$ cat src/rtl/freq_meter_multi.sv
// N-channel gated frequency meter: counts synchronised rising edges per gate window, scales to Hz.
// Define FREQ_AVG_EN to report a 4-window running average instead of the single-window result.
module freq_meter_multi #(
  parameter int NUM_CH           = 4,
  parameter int CNT_W            = 32,
  parameter int BASE_GATE_CYCLES = 20000000,
  parameter int SYNC_STAGES      = 2
) (
  input  logic                     clk,
  input  logic                     rst,
  input  logic [NUM_CH-1:0]        pulse_in,
  input  logic [1:0]               gate_sel,
  output logic [NUM_CH*CNT_W-1:0]  freq_out,
  output logic                     freq_valid,
  output logic [NUM_CH-1:0]        overflow
);
  localparam int GATE_W = $clog2(BASE_GATE_CYCLES);
  localparam int PROD_W = CNT_W + 10;
  localparam int SUM_W  = CNT_W + 2;

  logic [GATE_W-1:0] r_gate_cnt;
  logic [1:0]        r_sel;
  logic              r_valid;
  logic [1:0]        w_sel;
  logic [GATE_W-1:0] w_gl_m1;
  logic [9:0]        w_scale;
  logic              w_term;

  // gate_sel is live in the first cycle of a window and latched for the rest of it
  always_comb begin
    w_sel   = (r_gate_cnt == '0) ? gate_sel : r_sel;
    w_gl_m1 = GATE_W'(BASE_GATE_CYCLES - 1);
    w_scale = 10'd1;
    case (w_sel)
      2'd1: begin w_gl_m1 = GATE_W'(BASE_GATE_CYCLES / 10 - 1);   w_scale = 10'd10;   end
      2'd2: begin w_gl_m1 = GATE_W'(BASE_GATE_CYCLES / 100 - 1);  w_scale = 10'd100;  end
      2'd3: begin w_gl_m1 = GATE_W'(BASE_GATE_CYCLES / 1000 - 1); w_scale = 10'd1000; end
      default: ;
    endcase
    w_term = (r_gate_cnt == w_gl_m1);
  end

  always_ff @(posedge clk) begin
    if (rst) begin
      r_gate_cnt <= '0;
      r_sel      <= '0;
      r_valid    <= 1'b0;
    end else begin
      r_valid <= w_term;
      if (r_gate_cnt == '0) r_sel <= gate_sel;
      r_gate_cnt <= w_term ? '0 : r_gate_cnt + GATE_W'(1);
    end
  end

  assign freq_valid = r_valid;

  genvar gi;
  generate
    for (gi = 0; gi < NUM_CH; gi++) begin : g_ch
      logic [SYNC_STAGES-1:0] r_sync;
      logic                   r_prev;
      logic [CNT_W-1:0]       r_cnt;
      logic                   r_sat;
      logic [CNT_W-1:0]       r_freq;
      logic                   r_ovf;
      logic                   w_edge;
      logic [CNT_W-1:0]       w_cnt_next;
      logic                   w_sat_next;
      logic [PROD_W-1:0]      w_prod;
      logic                   w_prod_ovf;
      logic [CNT_W-1:0]       w_res;
      logic                   w_res_ovf;

      assign w_edge = r_sync[SYNC_STAGES-1] & ~r_prev;

      // Final count includes an edge landing in the terminal cycle
      always_comb begin
        w_cnt_next = r_cnt;
        w_sat_next = r_sat;
        if (w_edge) begin
          if (&r_cnt) w_sat_next = 1'b1;
          else        w_cnt_next = r_cnt + CNT_W'(1);
        end
        w_prod     = PROD_W'(w_cnt_next) * PROD_W'(w_scale);
        w_prod_ovf = |w_prod[PROD_W-1:CNT_W];
        w_res      = w_prod_ovf ? '1 : w_prod[CNT_W-1:0];
        w_res_ovf  = w_sat_next | w_prod_ovf;
      end

      always_ff @(posedge clk) begin
        if (rst) begin
          r_sync <= '0;
          r_prev <= 1'b0;
          r_cnt  <= '0;
          r_sat  <= 1'b0;
        end else begin
          r_sync <= {r_sync[SYNC_STAGES-2:0], pulse_in[gi]};
          r_prev <= r_sync[SYNC_STAGES-1];
          if (w_term) begin
            r_cnt <= '0;
            r_sat <= 1'b0;
          end else begin
            r_cnt <= w_cnt_next;
            r_sat <= w_sat_next;
          end
        end
      end

`ifdef FREQ_AVG_EN
      // Three previous results plus the one being closed form the 4-window history
      logic [CNT_W-1:0] r_hist [3];
      logic [2:0]       r_hist_ovf;
      logic [SUM_W-1:0] w_sum;

      assign w_sum = SUM_W'(w_res) + SUM_W'(r_hist[0]) + SUM_W'(r_hist[1]) + SUM_W'(r_hist[2]);

      always_ff @(posedge clk) begin
        if (rst) begin
          for (int k = 0; k < 3; k++) r_hist[k] <= '0;
          r_hist_ovf <= '0;
          r_freq     <= '0;
          r_ovf      <= 1'b0;
        end else if (w_term) begin
          r_hist[0]  <= w_res;
          r_hist[1]  <= r_hist[0];
          r_hist[2]  <= r_hist[1];
          r_hist_ovf <= {r_hist_ovf[1:0], w_res_ovf};
          r_freq     <= w_sum[SUM_W-1:2];
          r_ovf      <= w_res_ovf | (|r_hist_ovf);
        end
      end
`else
      always_ff @(posedge clk) begin
        if (rst) begin
          r_freq <= '0;
          r_ovf  <= 1'b0;
        end else if (w_term) begin
          r_freq <= w_res;
          r_ovf  <= w_res_ovf;
        end
      end
`endif

      assign freq_out[gi*CNT_W +: CNT_W] = r_freq;
      assign overflow[gi]                = r_ovf;
    end
  endgenerate

endmodule

$ cat config.mk
export PLATFORM = sky130hd
export DESIGN_NAME = freq_meter_multi
export DESIGN_NICKNAME = d
export VERILOG_FILES = /design/src/rtl/freq_meter_multi.sv
export SDC_FILE = /design/constraint.sdc
export NUM_CORES = 2
export LEC_CHECK = 0
export ABC_AREA = 0
export CORE_ASPECT_RATIO = 0.9
export CORE_MARGIN = 10
export CORE_UTILIZATION = 39
export CTS_BUF_LIST = sky130_fd_sc_hd__clkbuf_16
export CTS_CLUSTER_DIAMETER = 200
export DETAILED_ROUTE_END_ITERATION = 10
export PLACE_DENSITY = 0.55
export SLEW_MARGIN = 0
export SYNTH_ARGS = -nofsm -noshare
export SYNTH_HDL_FRONTEND = slang
export SYNTH_SLANG_ARGS = --single-unit
$ cat constraint.sdc
create_clock -name clk -period 9.26 [get_ports clk]
set_input_delay 0.926 -clock clk [delete_from_list [all_inputs] [get_ports clk]]
set_output_delay 0.926 -clock clk [all_outputs]
set_load 0.02 [all_outputs]
---- Word level (Yosys, flattened, before mapping) ----
Index checks and enable logic that the tools add are counted.
storage, ports and cells
  input bits .............................. 8
  output and inout port bits .............. 133
  register bits ........................... 304
cells by class
  add/subtract/negate cells ............... 5
  bitwise gates (word level) .............. 12
  mux-type cells .......................... 23
  equality and inequality tests ........... 4
  multiply operators ...................... 4
  reductions and logical operators ........ 10
operators with widths
  cell                                           count
  two-way mux 32 bit                             12
  multiplier 32 x 10 -> 42 bit                   4
  adder 32 x 1 -> 32 bit, second input constant  4
  AND reduction 32 bit                           4
  case mux 25 bit (3 select lines)               1
  OR reduction 10 bit                            4
  case mux 10 bit (3 select lines)               1
  adder 25 x 1 -> 25 bit, second input constant  1
  == test 25 bit                                 1
  zero test 25 bit                               1
  two-way mux 1 bit                              8
  AND 1 bit                                      4
  == test 2 bit, second input constant           2
  NOT 1 bit                                      4
  OR 1 bit                                       4
  == test 2 x 1 -> 1 bit, second input constant  1
  two-way mux 2 bit                              1
  OR reduction 2 bit                             1

---- Depth between registers and ports, before layout ----
  word-level depth ........................ 7
  mapped depth ............................ 38
  gate-level depth less buffers ........... 32

---- Worst setup path after synthesis ----
Ideal clock, no wire load.
  path kind ............................... flip-flop to flip-flop
  from .................................... register r_gate_cnt[17]
  to ...................................... register g_ch[3].r_freq[21]
  arrival time ............................ 8.550 ns
  stages on the path, launching flop included .. 35
  path buffers ............................ 8
  clock period less this slack ............ 8.690 ns
  path slack .............................. 0.570 ns
  cells stage by stage .................... dfxtp_1 > clkbuf_1 > nor4b_1 > nand4_1 > nor2_1 > mux2_2 > buf_2 > inv_2 > clkbuf_1 > ha_1 > clkbuf_1 > clkbuf_1 > clkbuf_1 > nand2_1 > fa_1 > inv_1 > fa_1 > fa_1 > fa_1 > inv_1 > fa_1 > inv_1 > ha_1 > buf_2 > inv_1 > or4_4 > a2111oi_4 > o21ai_2 > a2111oi_4 > o21ai_1 > a2111oi_2 > nand4_1 > nor4_4 > buf_6 > a211oi_2
on the way
  word-level cells in the longest chain between the ends .. 7
ends and longest elaborated chain
  element                                                  RTL line  text
  start, declared                                          21        logic [GATE_W-1:0] r_gate_cnt;
  start signal, assigned                                   51        r_gate_cnt <= w_term ? '0 : r_gate_cnt + GATE_W'(1);
  zero test 25 bit                                         31        w_sel = (r_gate_cnt == '0) ? gate_sel : r_sel;
  two-way mux 2 bit                                        --
  == test 2 bit or == test 2 x 1 -> 1 bit (tied branches)  34        case (w_sel)
  case mux 10 bit (3 select lines)                         34
  multiplier 32 x 10 -> 42 bit                             84        w_prod = PROD_W'(w_cnt_next) * PROD_W'(w_scale);
  OR reduction 10 bit                                      85        w_prod_ovf = |w_prod[PROD_W-1:CNT_W];
  two-way mux 32 bit                                       86        w_res = w_prod_ovf ? '1 : w_prod[CNT_W-1:0];
  end signal, assigned                                     138       r_freq <= w_res;
  end, declared                                            64        logic [CNT_W-1:0] r_freq;
Parallel ways exist; a longest one is shown, timed or not.
A chain may end at the register's enable or synchronous reset.

---- Final worst setup path ----
  from .................................... register r_gate_cnt[0]
  to ...................................... register g_ch[3].r_freq[12]
Same word-level chain as after synthesis.

==> run_results.csv <==
group,metric,value,unit
status,status,"finished clean",
global_routing,antenna_found_initial,2,
synth,yosys-top-cells-count,"inv_1, fa_1, nand2_1, nor2_1, ha_1",
worst_setup_path,reg2reg_to,"g_ch[3].r_freq[12]",
cts,cts_made_buffers,44,
timing,max_freq,114,MHz
timing,skew,0.0548,ns
final_layout,drive_gt1_share,5.71,%
die,start_util,39.2,%
synth,synth_cell_types,89,
synth,synth_warnings,0,
global_routing,grt_max_degree,98,
global_routing,grt_overflow_total,0,
placement,place_hpwl,107000,µm
die,core_area,0.127,mm²
worst_setup_path,r2r-start,"r_gate_cnt[0]",
final_layout,regArea,0.00609,mm²
timing,final.period_utilization,94.3,%
placement,io_buffers,140,
cts,clockRootBuffer,"clkbuf_16",
global_routing,grt_most_used_layer,"met2",
worst_setup_path,crit_start,"r_gate_cnt[0]",
cts,clockBufferDepth,3,
timing,slew_headroom,29.2,%
die,std_cell_rows,124,
routing,vias,39600,
routing,drt-total-wl,134000,µm
synth,yosys.area.top_type,"fa_1",
routing,drtIter0Drc,2302,
power_and_ir_drop,ir_worst_vdd,122,µV
worst_hold_path,worstHoldPathType,"flip-flop to flip-flop",
global_routing,grt_use_met3,2.72,%
worst_setup_path,regToRegSetupSlack,0.53,ns
cts,hold_buffers,0,
synth,yosysSeqAreaShare,12.3,%
cts,cts.sink_count,304,
power_and_ir_drop,p_leak,26.6,nW
worst_setup_path,cp-end-kind,"flip-flop",
final_layout,final_nets,7195,
die,die_h,359,µm
worst_setup_path,cp_slowest_cell,"or4_4",
worst_setup_path,reg2regPathDepth,30,
die,ios,141,
timing,min_period,8.73,ns
placement,dpl-instance-area,0.0536,mm²
cts,cts_tree,"yes",
routing,viasPerCell,5.12,
worst_setup_path,critPathCapture,"g_ch[3].r_freq[12]",
synth,synth_most_common_cell,"inv_1",
cts,h-tree-depth,2,
final_layout,fill_cells,12800,
synth,synthFlopType,"dfxtp_1",
timing,final_hold_viol_count,0,
global_routing,grt_use_total,18.8,%
synth,ys_async_sr_fraction,0,%
routing,drtAntennaViolNets,0,
worst_setup_path,worstPathRequired,9.75,ns
worst_setup_path,crit_path_max_incr_delay,0.57,ns
synth,synth_area,0.0497,mm²
placement,place_congestion,0.901,
timing,worstMarginPinSlew,1.06,ns
synth,synthCells,5892,
routing,route.detailed.drc,0,
synth,synth_top_area_share,29.8,%
cts,clk_pin_slew_worst_paths,0.06,ns
timing,slew_viol_final,0,
flow_run,drv_cap,0,
worst_setup_path,start_kind,"flip-flop",
worst_setup_path,critPathMaxFanout,33,
global_routing,grt_pass1_vias,39900,
routing,wl_per_cell,17.3,µm
worst_setup_path,arrival,9.22,ns
timing,grt_setup_unrepaired,"false",
power_and_ir_drop,power_density,66.7,mW/mm²
final_layout,multi_input_area,0.0394,mm²
timing,finalSetupTns,0,ns
worst_setup_path,path_class,"flip-flop to flip-flop",
global_routing,grt_use_met2,28.9,%
die,die_w,396,µm
die,dieArea,0.142,mm²
global_routing,grt_pass1_wl,219000,µm
cts,worstSkewPairLatency,0.66,ns
synth,ys_top_cells_by_area,"fa_1, dfxtp_1, ha_1",
synth,avgSynthCellArea,8.43,µm²
synth,synth-edff-count,0,
final_layout,syn_to_final_growth,11.6,%
global_routing,met1_usage,27.9,%
routing,dr.pass1.iters,5,
synth,synthesis.nets,7094,
final_layout,final_area,0.0554,mm²
timing,setup_viol,0,
synth,synth-seq-cells,304,
-- per-stage QoR --
stage               instances  total power [W]  util, %  setup slack [ns]  hold slack, ns
finish                   7733          0.00369     43.7             0.525           0.450
global route             7730          0.00383     43.7            0.0287           0.467
floorplan                5892          0.00159        -             0.570           0.414
CTS                      7726          0.00375     43.6             0.210           0.461
global placement         7644          0.00178     42.3             0.366           0.425
detailed placement       7644          0.00178     42.3             0.256           0.441
-- routing by layer --
layer | up-vias | part of all wire (%)
li1 | 19100 | -
met1 | 19600 | 49
met2 | 868 | 43
met3 | 124 | 5.8
met4 | 0 | 1.8
met5 | - | 0
-- logic make-up (layout without fill, tap and decap cells) --
family                   count (synthesis)  after routing  synth area share [%]
multiplexers                            18             18                 0.370
flip-flops                             304            304                  12.3
other                                    0              3                     0
XOR/XNOR                               468            468                  8.34
adder cells (fa/ha/maj)               1194           1194                  41.3
buffers and inverters                 1134           1271                  8.69
AO/OA/AOI/OAI                          863            863                  11.3
AND/OR/NAND/NOR                       1911           1911                  17.7
-- registers in the layout, summed over array words and instances (netlist names) --
name / flops
g_ch.r_cnt: 128
g_ch.r_freq: 128
r_gate_cnt: 25
g_ch.r_sync: 8
g_ch.r_ovf: 4
g_ch.r_prev: 4
g_ch.r_sat: 4
r_sel: 2
freq_valid: 1
-- cells in the final DEF (no fill, tap or decap), drive strengths merged, types with 117 or more instances in the layout --
master,instances
clkdlybuf4s50,139
ha,454
xnor2,294
fa,740
xor2,174
a21oi,266
inv,888
dfxtp,304
and2,137
nand3,117
o21ai,166
buf,167
nand2,711
nor2,547
-- area by class of cell --
type,count,area share (%)
Multi-Input combinational cell,4454,71.2
Clock buffer,44,1.99
Timing Repair Buffer,307,5.05
Clock inverter,38,0.975
Sequential cell,304,11.0
Antenna cell,3,0.0135
Tap cell,1701,3.84
Inverter,882,5.97
-- power breakdown --
group | internal [W] | leakage, nW | switching (W)
combinational | 0.000112 | 23.3 | 0.000330
sequential | 0.00131 | 2.45 | 0.00000519
clock | 0.00117 | 0.791 | 0.000767
-- repair_timing --
item                       CTS  global route
buffers inserted             0             4
setup endpoints to repair    0            96
gates resized for setup      0            15
-- critical path, delay by kind of cell (launching register included) --
kind	cells	cell delay [ns]
and+or+nand+nor	7	1.89
adders and majority gates	8	3.43
DFF	1	0.34
AOI/OAI and AO/OA	6	1.35
muxes	1	0.55
buffers and inverters	8	0.98
-- worst min-delay path by stage --
stage                 startpoint  slack, ns  depth (start not counted)                end
2_1_floorplan  g_ch[0].r_sync[0]       0.41                          1  g_ch[0].r_sync[1]
3_3_place_gp   g_ch[0].r_sync[0]       0.42                          1  g_ch[0].r_sync[1]
3_5_place_dp   g_ch[3].r_sync[0]       0.44                          1  g_ch[3].r_sync[1]
4_1_cts        g_ch[3].r_sync[0]       0.46                          1  g_ch[3].r_sync[1]
5_1_grt        g_ch[3].r_sync[0]       0.47                          1  g_ch[3].r_sync[1]
6_report       g_ch[3].r_sync[0]       0.45                          1  g_ch[3].r_sync[1]
No activity file was read; power rests on OpenSTA's default activity.
